## src/rtl/motion_centroid_tracker.sv

```systemverilog
// Per-frame motion centroid: accumulates hit coordinates, divides the sums by the hit count
// one bit per cycle, then low-pass filters the mean position for the VGA overlay marker.
module motion_centroid_tracker #(
  parameter int X_WIDTH   = 9,
  parameter int Y_WIDTH   = 8,
  parameter int SUM_WIDTH = 24,
  parameter int CNT_WIDTH = 17,
  parameter int MIN_COUNT = 300
) (
  input  logic                 CLOCK_50,
  input  logic                 reset,
  input  logic                 pix_valid,
  input  logic [X_WIDTH-1:0]   pix_x,
  input  logic [Y_WIDTH-1:0]   pix_y,
  input  logic                 pix_hit,
  input  logic                 frame_end,
  output logic                 busy,
  output logic [X_WIDTH-1:0]   centroid_x,
  output logic [Y_WIDTH-1:0]   centroid_y,
  output logic                 centroid_valid,
  output logic                 motion_detected,
  output logic                 update_pulse,
  output logic [CNT_WIDTH-1:0] frame_count,
  output logic                 overrun
);

  localparam int BW = $clog2(SUM_WIDTH);

  typedef enum logic [2:0] {
    ACCUM  = 3'd0,
    CHECK  = 3'd1,
    DIV_X  = 3'd2,
    DIV_Y  = 3'd3,
    SMOOTH = 3'd4
  } state_t;

  state_t               state_q, state_d;
  logic [CNT_WIDTH-1:0] acc_cnt_q, acc_cnt_d;
  logic [SUM_WIDTH-1:0] acc_sx_q, acc_sx_d;
  logic [SUM_WIDTH-1:0] acc_sy_q, acc_sy_d;
  logic [CNT_WIDTH-1:0] lat_cnt_q, lat_cnt_d;
  logic [SUM_WIDTH-1:0] lat_sx_q, lat_sx_d;
  logic [SUM_WIDTH-1:0] lat_sy_q, lat_sy_d;
  logic [SUM_WIDTH-1:0] dvd_q, dvd_d;
  logic [SUM_WIDTH-1:0] rem_q, rem_d;
  logic [BW-1:0]        bit_q, bit_d;
  logic [X_WIDTH-1:0]   mean_x_q, mean_x_d;
  logic [X_WIDTH-1:0]   cx_q, cx_d;
  logic [Y_WIDTH-1:0]   cy_q, cy_d;
  logic                 valid_q, valid_d;
  logic                 md_q, md_d;
  logic                 up_q, up_d;
  logic [CNT_WIDTH-1:0] fc_q, fc_d;
  logic                 ov_q, ov_d;

  logic                 hit;
  logic [CNT_WIDTH-1:0] cur_cnt;
  logic [SUM_WIDTH-1:0] cur_sx;
  logic [SUM_WIDTH-1:0] cur_sy;
  logic [SUM_WIDTH:0]   rem_sh;
  logic [SUM_WIDTH:0]   divisor;
  logic                 q_bit;
  logic [SUM_WIDTH-1:0] dvd_step;
  logic [SUM_WIDTH-1:0] rem_step;
  logic [X_WIDTH-1:0]   smooth_x;
  logic [Y_WIDTH-1:0]   smooth_y;

  always_comb begin
    hit     = pix_valid && pix_hit;
    cur_cnt = acc_cnt_q + {{(CNT_WIDTH-1){1'b0}}, hit};
    cur_sx  = acc_sx_q + (hit ? {{(SUM_WIDTH-X_WIDTH){1'b0}}, pix_x} : '0);
    cur_sy  = acc_sy_q + (hit ? {{(SUM_WIDTH-Y_WIDTH){1'b0}}, pix_y} : '0);

    // Restoring division step: shift the next dividend bit into the remainder and
    // subtract when possible; the dividend register fills with quotient bits from the right.
    divisor  = {{(SUM_WIDTH+1-CNT_WIDTH){1'b0}}, lat_cnt_q};
    rem_sh   = {rem_q, dvd_q[SUM_WIDTH-1]};
    q_bit    = (rem_sh >= divisor);
    rem_step = q_bit ? SUM_WIDTH'(rem_sh - divisor) : SUM_WIDTH'(rem_sh);
    dvd_step = {dvd_q[SUM_WIDTH-2:0], q_bit};

    // 3/4 old + 1/4 new, two guard bits so the sum cannot wrap before the shift
    smooth_x = X_WIDTH'(({2'b00, cx_q} + {1'b0, cx_q, 1'b0} + {2'b00, mean_x_q}) >> 2);
    smooth_y = Y_WIDTH'(({2'b00, cy_q} + {1'b0, cy_q, 1'b0} + {2'b00, dvd_q[Y_WIDTH-1:0]}) >> 2);
  end

  always_comb begin
    state_d   = state_q;
    acc_cnt_d = cur_cnt;
    acc_sx_d  = cur_sx;
    acc_sy_d  = cur_sy;
    lat_cnt_d = lat_cnt_q;
    lat_sx_d  = lat_sx_q;
    lat_sy_d  = lat_sy_q;
    dvd_d     = dvd_q;
    rem_d     = rem_q;
    bit_d     = bit_q;
    mean_x_d  = mean_x_q;
    cx_d      = cx_q;
    cy_d      = cy_q;
    valid_d   = valid_q;
    md_d      = md_q;
    up_d      = 1'b0;
    fc_d      = fc_q;
    ov_d      = ov_q;

    if (frame_end) begin
      acc_cnt_d = '0;
      acc_sx_d  = '0;
      acc_sy_d  = '0;
      if (state_q == ACCUM) begin
        lat_cnt_d = cur_cnt;
        lat_sx_d  = cur_sx;
        lat_sy_d  = cur_sy;
        fc_d      = cur_cnt;
        state_d   = CHECK;
      end else begin
        ov_d = 1'b1;
      end
    end

    case (state_q)
      ACCUM: ;
      CHECK: begin
        if (lat_cnt_q < CNT_WIDTH'(MIN_COUNT)) begin
          md_d    = 1'b0;
          up_d    = 1'b1;
          state_d = ACCUM;
        end else begin
          dvd_d   = lat_sx_q;
          rem_d   = '0;
          bit_d   = BW'(SUM_WIDTH-1);
          state_d = DIV_X;
        end
      end
      DIV_X, DIV_Y: begin
        dvd_d = dvd_step;
        rem_d = rem_step;
        bit_d = bit_q - 1'b1;
        if (bit_q == '0) begin
          if (state_q == DIV_X) begin
            mean_x_d = dvd_step[X_WIDTH-1:0];
            dvd_d    = lat_sy_q;
            rem_d    = '0;
            bit_d    = BW'(SUM_WIDTH-1);
            state_d  = DIV_Y;
          end else begin
            state_d = SMOOTH;
          end
        end
      end
      SMOOTH: begin
        // The Y quotient is still sitting in the dividend register here
        cx_d    = valid_q ? smooth_x : mean_x_q;
        cy_d    = valid_q ? smooth_y : dvd_q[Y_WIDTH-1:0];
        valid_d = 1'b1;
        md_d    = 1'b1;
        up_d    = 1'b1;
        state_d = ACCUM;
      end
      default: state_d = ACCUM;
    endcase
  end

  always_ff @(posedge CLOCK_50) begin
    if (reset) begin
      state_q   <= ACCUM;
      acc_cnt_q <= '0;
      acc_sx_q  <= '0;
      acc_sy_q  <= '0;
      lat_cnt_q <= '0;
      lat_sx_q  <= '0;
      lat_sy_q  <= '0;
      dvd_q     <= '0;
      rem_q     <= '0;
      bit_q     <= '0;
      mean_x_q  <= '0;
      cx_q      <= '0;
      cy_q      <= '0;
      valid_q   <= 1'b0;
      md_q      <= 1'b0;
      up_q      <= 1'b0;
      fc_q      <= '0;
      ov_q      <= 1'b0;
    end else begin
      state_q   <= state_d;
      acc_cnt_q <= acc_cnt_d;
      acc_sx_q  <= acc_sx_d;
      acc_sy_q  <= acc_sy_d;
      lat_cnt_q <= lat_cnt_d;
      lat_sx_q  <= lat_sx_d;
      lat_sy_q  <= lat_sy_d;
      dvd_q     <= dvd_d;
      rem_q     <= rem_d;
      bit_q     <= bit_d;
      mean_x_q  <= mean_x_d;
      cx_q      <= cx_d;
      cy_q      <= cy_d;
      valid_q   <= valid_d;
      md_q      <= md_d;
      up_q      <= up_d;
      fc_q      <= fc_d;
      ov_q      <= ov_d;
    end
  end

  assign busy            = (state_q != ACCUM);
  assign centroid_x      = cx_q;
  assign centroid_y      = cy_q;
  assign centroid_valid  = valid_q;
  assign motion_detected = md_q;
  assign update_pulse    = up_q;
  assign frame_count     = fc_q;
  assign overrun         = ov_q;

endmodule

```

## config.mk

```make
export PLATFORM = sky130hd
export DESIGN_NAME = motion_centroid_tracker
export DESIGN_NICKNAME = d
export VERILOG_FILES = /design/src/rtl/motion_centroid_tracker.sv
export SDC_FILE = /design/constraint.sdc
export NUM_CORES = 1
export LEC_CHECK = 0
export ABC_CLOCK_PERIOD_IN_PS = 3000
export CAP_MARGIN = 20
export CELL_PAD_IN_SITES_DETAIL_PLACEMENT = 0
export CELL_PAD_IN_SITES_GLOBAL_PLACEMENT = 1
export CORE_ASPECT_RATIO = 0.7
export CORE_MARGIN = 1
export CORE_UTILIZATION = 30
export DETAILED_ROUTE_END_ITERATION = 7
export HOLD_SLACK_MARGIN = 0.03
export PLACE_DENSITY = 0.68
export SKIP_CTS_REPAIR_TIMING = 1
export SYNTH_ARGS = -nofsm -noshare
export SYNTH_HDL_FRONTEND = slang
export SYNTH_SLANG_ARGS = --single-unit
```

## constraint.sdc

```tcl
create_clock -name CLOCK_50 -period 3 [get_ports CLOCK_50]
set_input_delay 0.9 -clock CLOCK_50 [delete_from_list [all_inputs] [get_ports CLOCK_50]]
set_output_delay 0.9 -clock CLOCK_50 [all_outputs]
set_load 0.03 [all_outputs]
```

==> results.md <==
- The startpoint of the most critical hold path is dvd_q[14]$_SDFFE_PP0P_.
- The share of final-layout standard cells stronger than drive strength 1 is 13.7%.
- Buffers inserted during clock tree synthesis total 24.
- Before CTS, the worst setup slack after placement is -0.700 ns.
- Leaving out fill and tap cells, the most frequent cell in the layout is dfxtp_1.
- The die outline height is 164 um.
- The global-route total usage across every layer is 16.7%.
- The analysis attributes to cell leakage a power of 5.43 nW.
- The die footprint is 0.0384 mm2.
- The post-placement cell count is 1953.
- The worst-case clock buffer depth is 3.
- Per report_power, the clock group accounts for 33.1% of the total.
- Once placement finished, the instance area stood at 0.0133 mm2.
- The via-per-instance ratio is 5.02.
- The power density relative to cell area is 655 mW/mm2.
- Counting every net in the synthesized netlist gives 1460.
- The synthesized cell area is 0.0113 mm2.
- In the synthesized netlist, the number of instances is 1366.
- IR analysis of the VDD net gives a maximum drop of 0.374 mV.
- The floorplan has 58 rows.
- The maximum number of pins on one net before global-route repair is 66.
- The path type of the worst setup path is input pin to register.
- The post-layout instance count excluding filler cells is 1997.
- The count of different cell masters after synthesis is 64.
- The share of Yosys cell area claimed by the top area cell type is 38.4%.
- The worst-case clock skew is 0.0270 ns.
- After routing the design area is 0.0142 mm2.
- Counting flops with a built-in enable in the synthesized netlist gives 0.
- The transition time of the tightest slew-check pin is 0.543 ns.
- In the post-synthesis netlist, the biggest area contributors are dfxtp_1 38%, ha_1 5.8%, nand2_1 5.4%.
- The top cell types in the final layout, fill and taps aside, are 214 x dfxtp_1, 163 x nand2_1, 161 x nor2_1.
- For this design the total switching power over the nets is 3.15 mW.
- Sequential cells were found to cover 38.4% of the synthesized design area.
- In the final routed layout, each cell accounts on average for 15.8 um.
- The top-level I/O count is 61.
- CTS built an H-tree with a depth of 1.
- In this run, the combinational gates consume 32.3% of the power.
- In this run, the number of DRC markers left after iteration 0 of detailed routing was 451.
- The minimum clock period is 2.86 ns.
- The die is 234 um wide.
- The endpoint required time on the critical path is 3.45 ns.
- The number of global-route vias before repair is 9752.
- The clock root buffer is clkbuf_16.
- The total wire length is 31.5 mm.
- The setup slack of the most critical reg-to-reg path is 0.17 ns.
- The hold violation total from the final report is 0.
- Counting cells, the worst reg-to-reg path comes to 10.
- Per report_power, the sequential group accounts for 34.6% of the total.
- The largest area contributor in the netlist is dfxtp_1.
- For the worst setup path, the data arrival time is 3.31 ns.
- The total grt overflow is 0.
- The initial antenna violation count was 0.
- STA classifies the critical path endpoint as a register.
- The number of slew-limit violations in the final report is 0.
- The largest driver fanout on the critical path is 3.
- The HPWL after detailed placement is 22.7 mm.
- Timing would allow up to 0.350 GHz.
- The end of the worst register-to-register path is centroid_y[7]$_SDFFE_PP0P_.
- The core occupancy in the finished layout is 38.9%.
- The max-capacitance violation count is 0.
- The sort of element at the start of the critical path is an input pin.
- Fill cells in the final layout number 3789.
- Clock latency on the worst-skew pair, taken at its later pin, is 0.53 ns.
- The cell internal power dissipation is 6.14 mW.
- The proportion of register bits with asynchronous set or reset after synthesis is 0%.
- Clock-pin slew was measured on the worst setup and hold paths at 0.06 ns.
- The final setup violation count is 0.
- The first global-routing pass estimated 52.0 mm of wire.
- The Yosys warning count is 0.
- The synthesized area per cell is 8.25 um2.
- The core footprint is 0.0364 mm2.
- The headroom to the max-slew limit is 63.4%.
- The termination of the worst setup path is lat_sx_q[23]$_SDFFE_PP0P_.
- The critical path starts at pix_x[0].
- The area growth from synthesis to layout is 25.8%.
- The detail route stage leaves a number of antenna-violating nets equal to 0.
- The TritonCTS clock tree is done.
- Port buffering added 60 buffers.
- The number of remaining DRC errors is 0.
- For this run, the leading register cell type out of synthesis is dfxtp_1.
- The fraction of power spent switching nets is 33.9%.
- The launching point of the worst reg2reg path is centroid_y[0]$_SDFFE_PP0P_.
- The initial utilization of the core area, before any placement, comes to 30.9%.
- The post-route total power is 9.29 mW.
- The total vias in the final route is 10024.
- The layout net count is 1594.
- The fraction of the cycle the final worst path needs is 95.3%.
- The clock sink count is 216.
- The repair_antennas step left the layout with diodes totalling 0.
- The worst path meets setup with 0.141 ns of slack.
- Synthesis inferred 216 register bits.
- The number of search-and-repair iterations in the first detailed-routing pass is 7.
- The worst hold path belongs to the class register to register.
- Routability-driven placement finished with a final weighted congestion of 0.828.
- The run finished with clean final reports.
how the worst min path moves through the flow:
stage,to,cells after the start
floorplan,rem_q[23]$_SDFFE_PP0P_,2
global route,dvd_q[16]$_SDFFE_PP0P_,2
detailed placement,dvd_q[20]$_SDFFE_PP0P_,2
finish,dvd_q[14]$_SDFFE_PP0P_,2
global placement,dvd_q[13]$_SDFFE_PP0P_,2
CTS,dvd_q[20]$_SDFFE_PP0P_,2
layer usage:
layer	track usage, %	vias to the layer above	part of all wire [%]
met1	23.8	4765	51
met4	3.51	0	1.7
met5	0	-	0
li1	-	5084	-
met3	2.50	35	3.4
met2	26.6	140	44
sequential cells by signal, indices dropped and copies added (netlist names), 5 cells and up:
register,cells
acc_sx_q,24
acc_sy_q,24
dvd_q,24
lat_sx_q,24
lat_sy_q,24
rem_q,24
acc_cnt_q,17
frame_count,17
centroid_x,9
mean_x_q,9
centroid_y,8
bit_q,5
cells in the mapped netlist (4+ instances only):
master / number
dfxtp_1: 216
nand2_1: 163
nor2_1: 161
a21oi_1: 118
clkbuf_1: 70
o21ai_0: 56
a211oi_1: 55
ha_1: 52
nand3_1: 52
xnor2_1: 52
inv_1: 41
and3_1: 34
nor3_1: 31
o211ai_1: 29
xor2_1: 29
fa_1: 20
and2_1: 17
a21o_1: 15
mux2i_1: 14
o21a_1: 13
or3_1: 12
nor2b_1: 11
nand4_1: 8
o21bai_1: 8
a31oi_1: 6
nor3b_1: 6
nor4_1: 6
a211o_1: 4
a311oi_1: 4
a32oi_1: 4
buf_1: 4
nor4b_1: 4
or4b_2: 4
kinds of logic after synthesis:
| logic type | Yosys count | share of synthesized area, % |
|---|---|---|
| buffers and inverters | 117 | 3.92 |
| XOR/XNOR | 81 | 6.29 |
| AO/OA/AOI/OAI | 344 | 19.5 |
| adder cells (fa/ha/maj) | 72 | 9.32 |
| multiplexers | 14 | 1.24 |
| AND/OR/NAND/NOR | 522 | 21.4 |
| flip-flops | 216 | 38.4 |
power groups by stage:
stage | Combinational, mW | Sequential (mW) | Clock, mW
floorplan | 1.77 | 3.30 | 0
global placement | 2.92 | 3.28 | 0
detailed placement | 2.95 | 3.28 | 0
CTS | 2.96 | 3.22 | 3.15
global route | 3.34 | 3.24 | 3.27
finish | 3.00 | 3.21 | 3.07
final cells by class:
type	instances	area [um2]	area share, %
repair buffers	184	1600	11.3
well taps	480	601	4.24
clock inverters	7	91.3	0.644
flip-flops and latches	216	4330	30.5
multi-input cells	1033	6690	47.2
clock buffers	36	717	5.06
inverters	41	154	1.09
stage by stage:
step,hold WS [ns],TNS (ns)
after floorplan,0.426,0
after global placement,0.444,-39.87
after detailed placement,0.448,-42.54
after CTS,0.457,-3.67
after global routing,0.468,-0.00559
final,0.454,0
worst max-delay path: stages:
cell and delay [ns]:
clkdlybuf4s50_1 0.48, and3_1 0.16, ha_1 0.18, buf_4 0.12, a21oi_2 0.07, o22ai_4 0.21, o41ai_4 0.13, and2_4 0.17
or4b_4 0.51, xor2_1 0.19, a211oi_1 0.19
(Power assumes the default switching activity.)
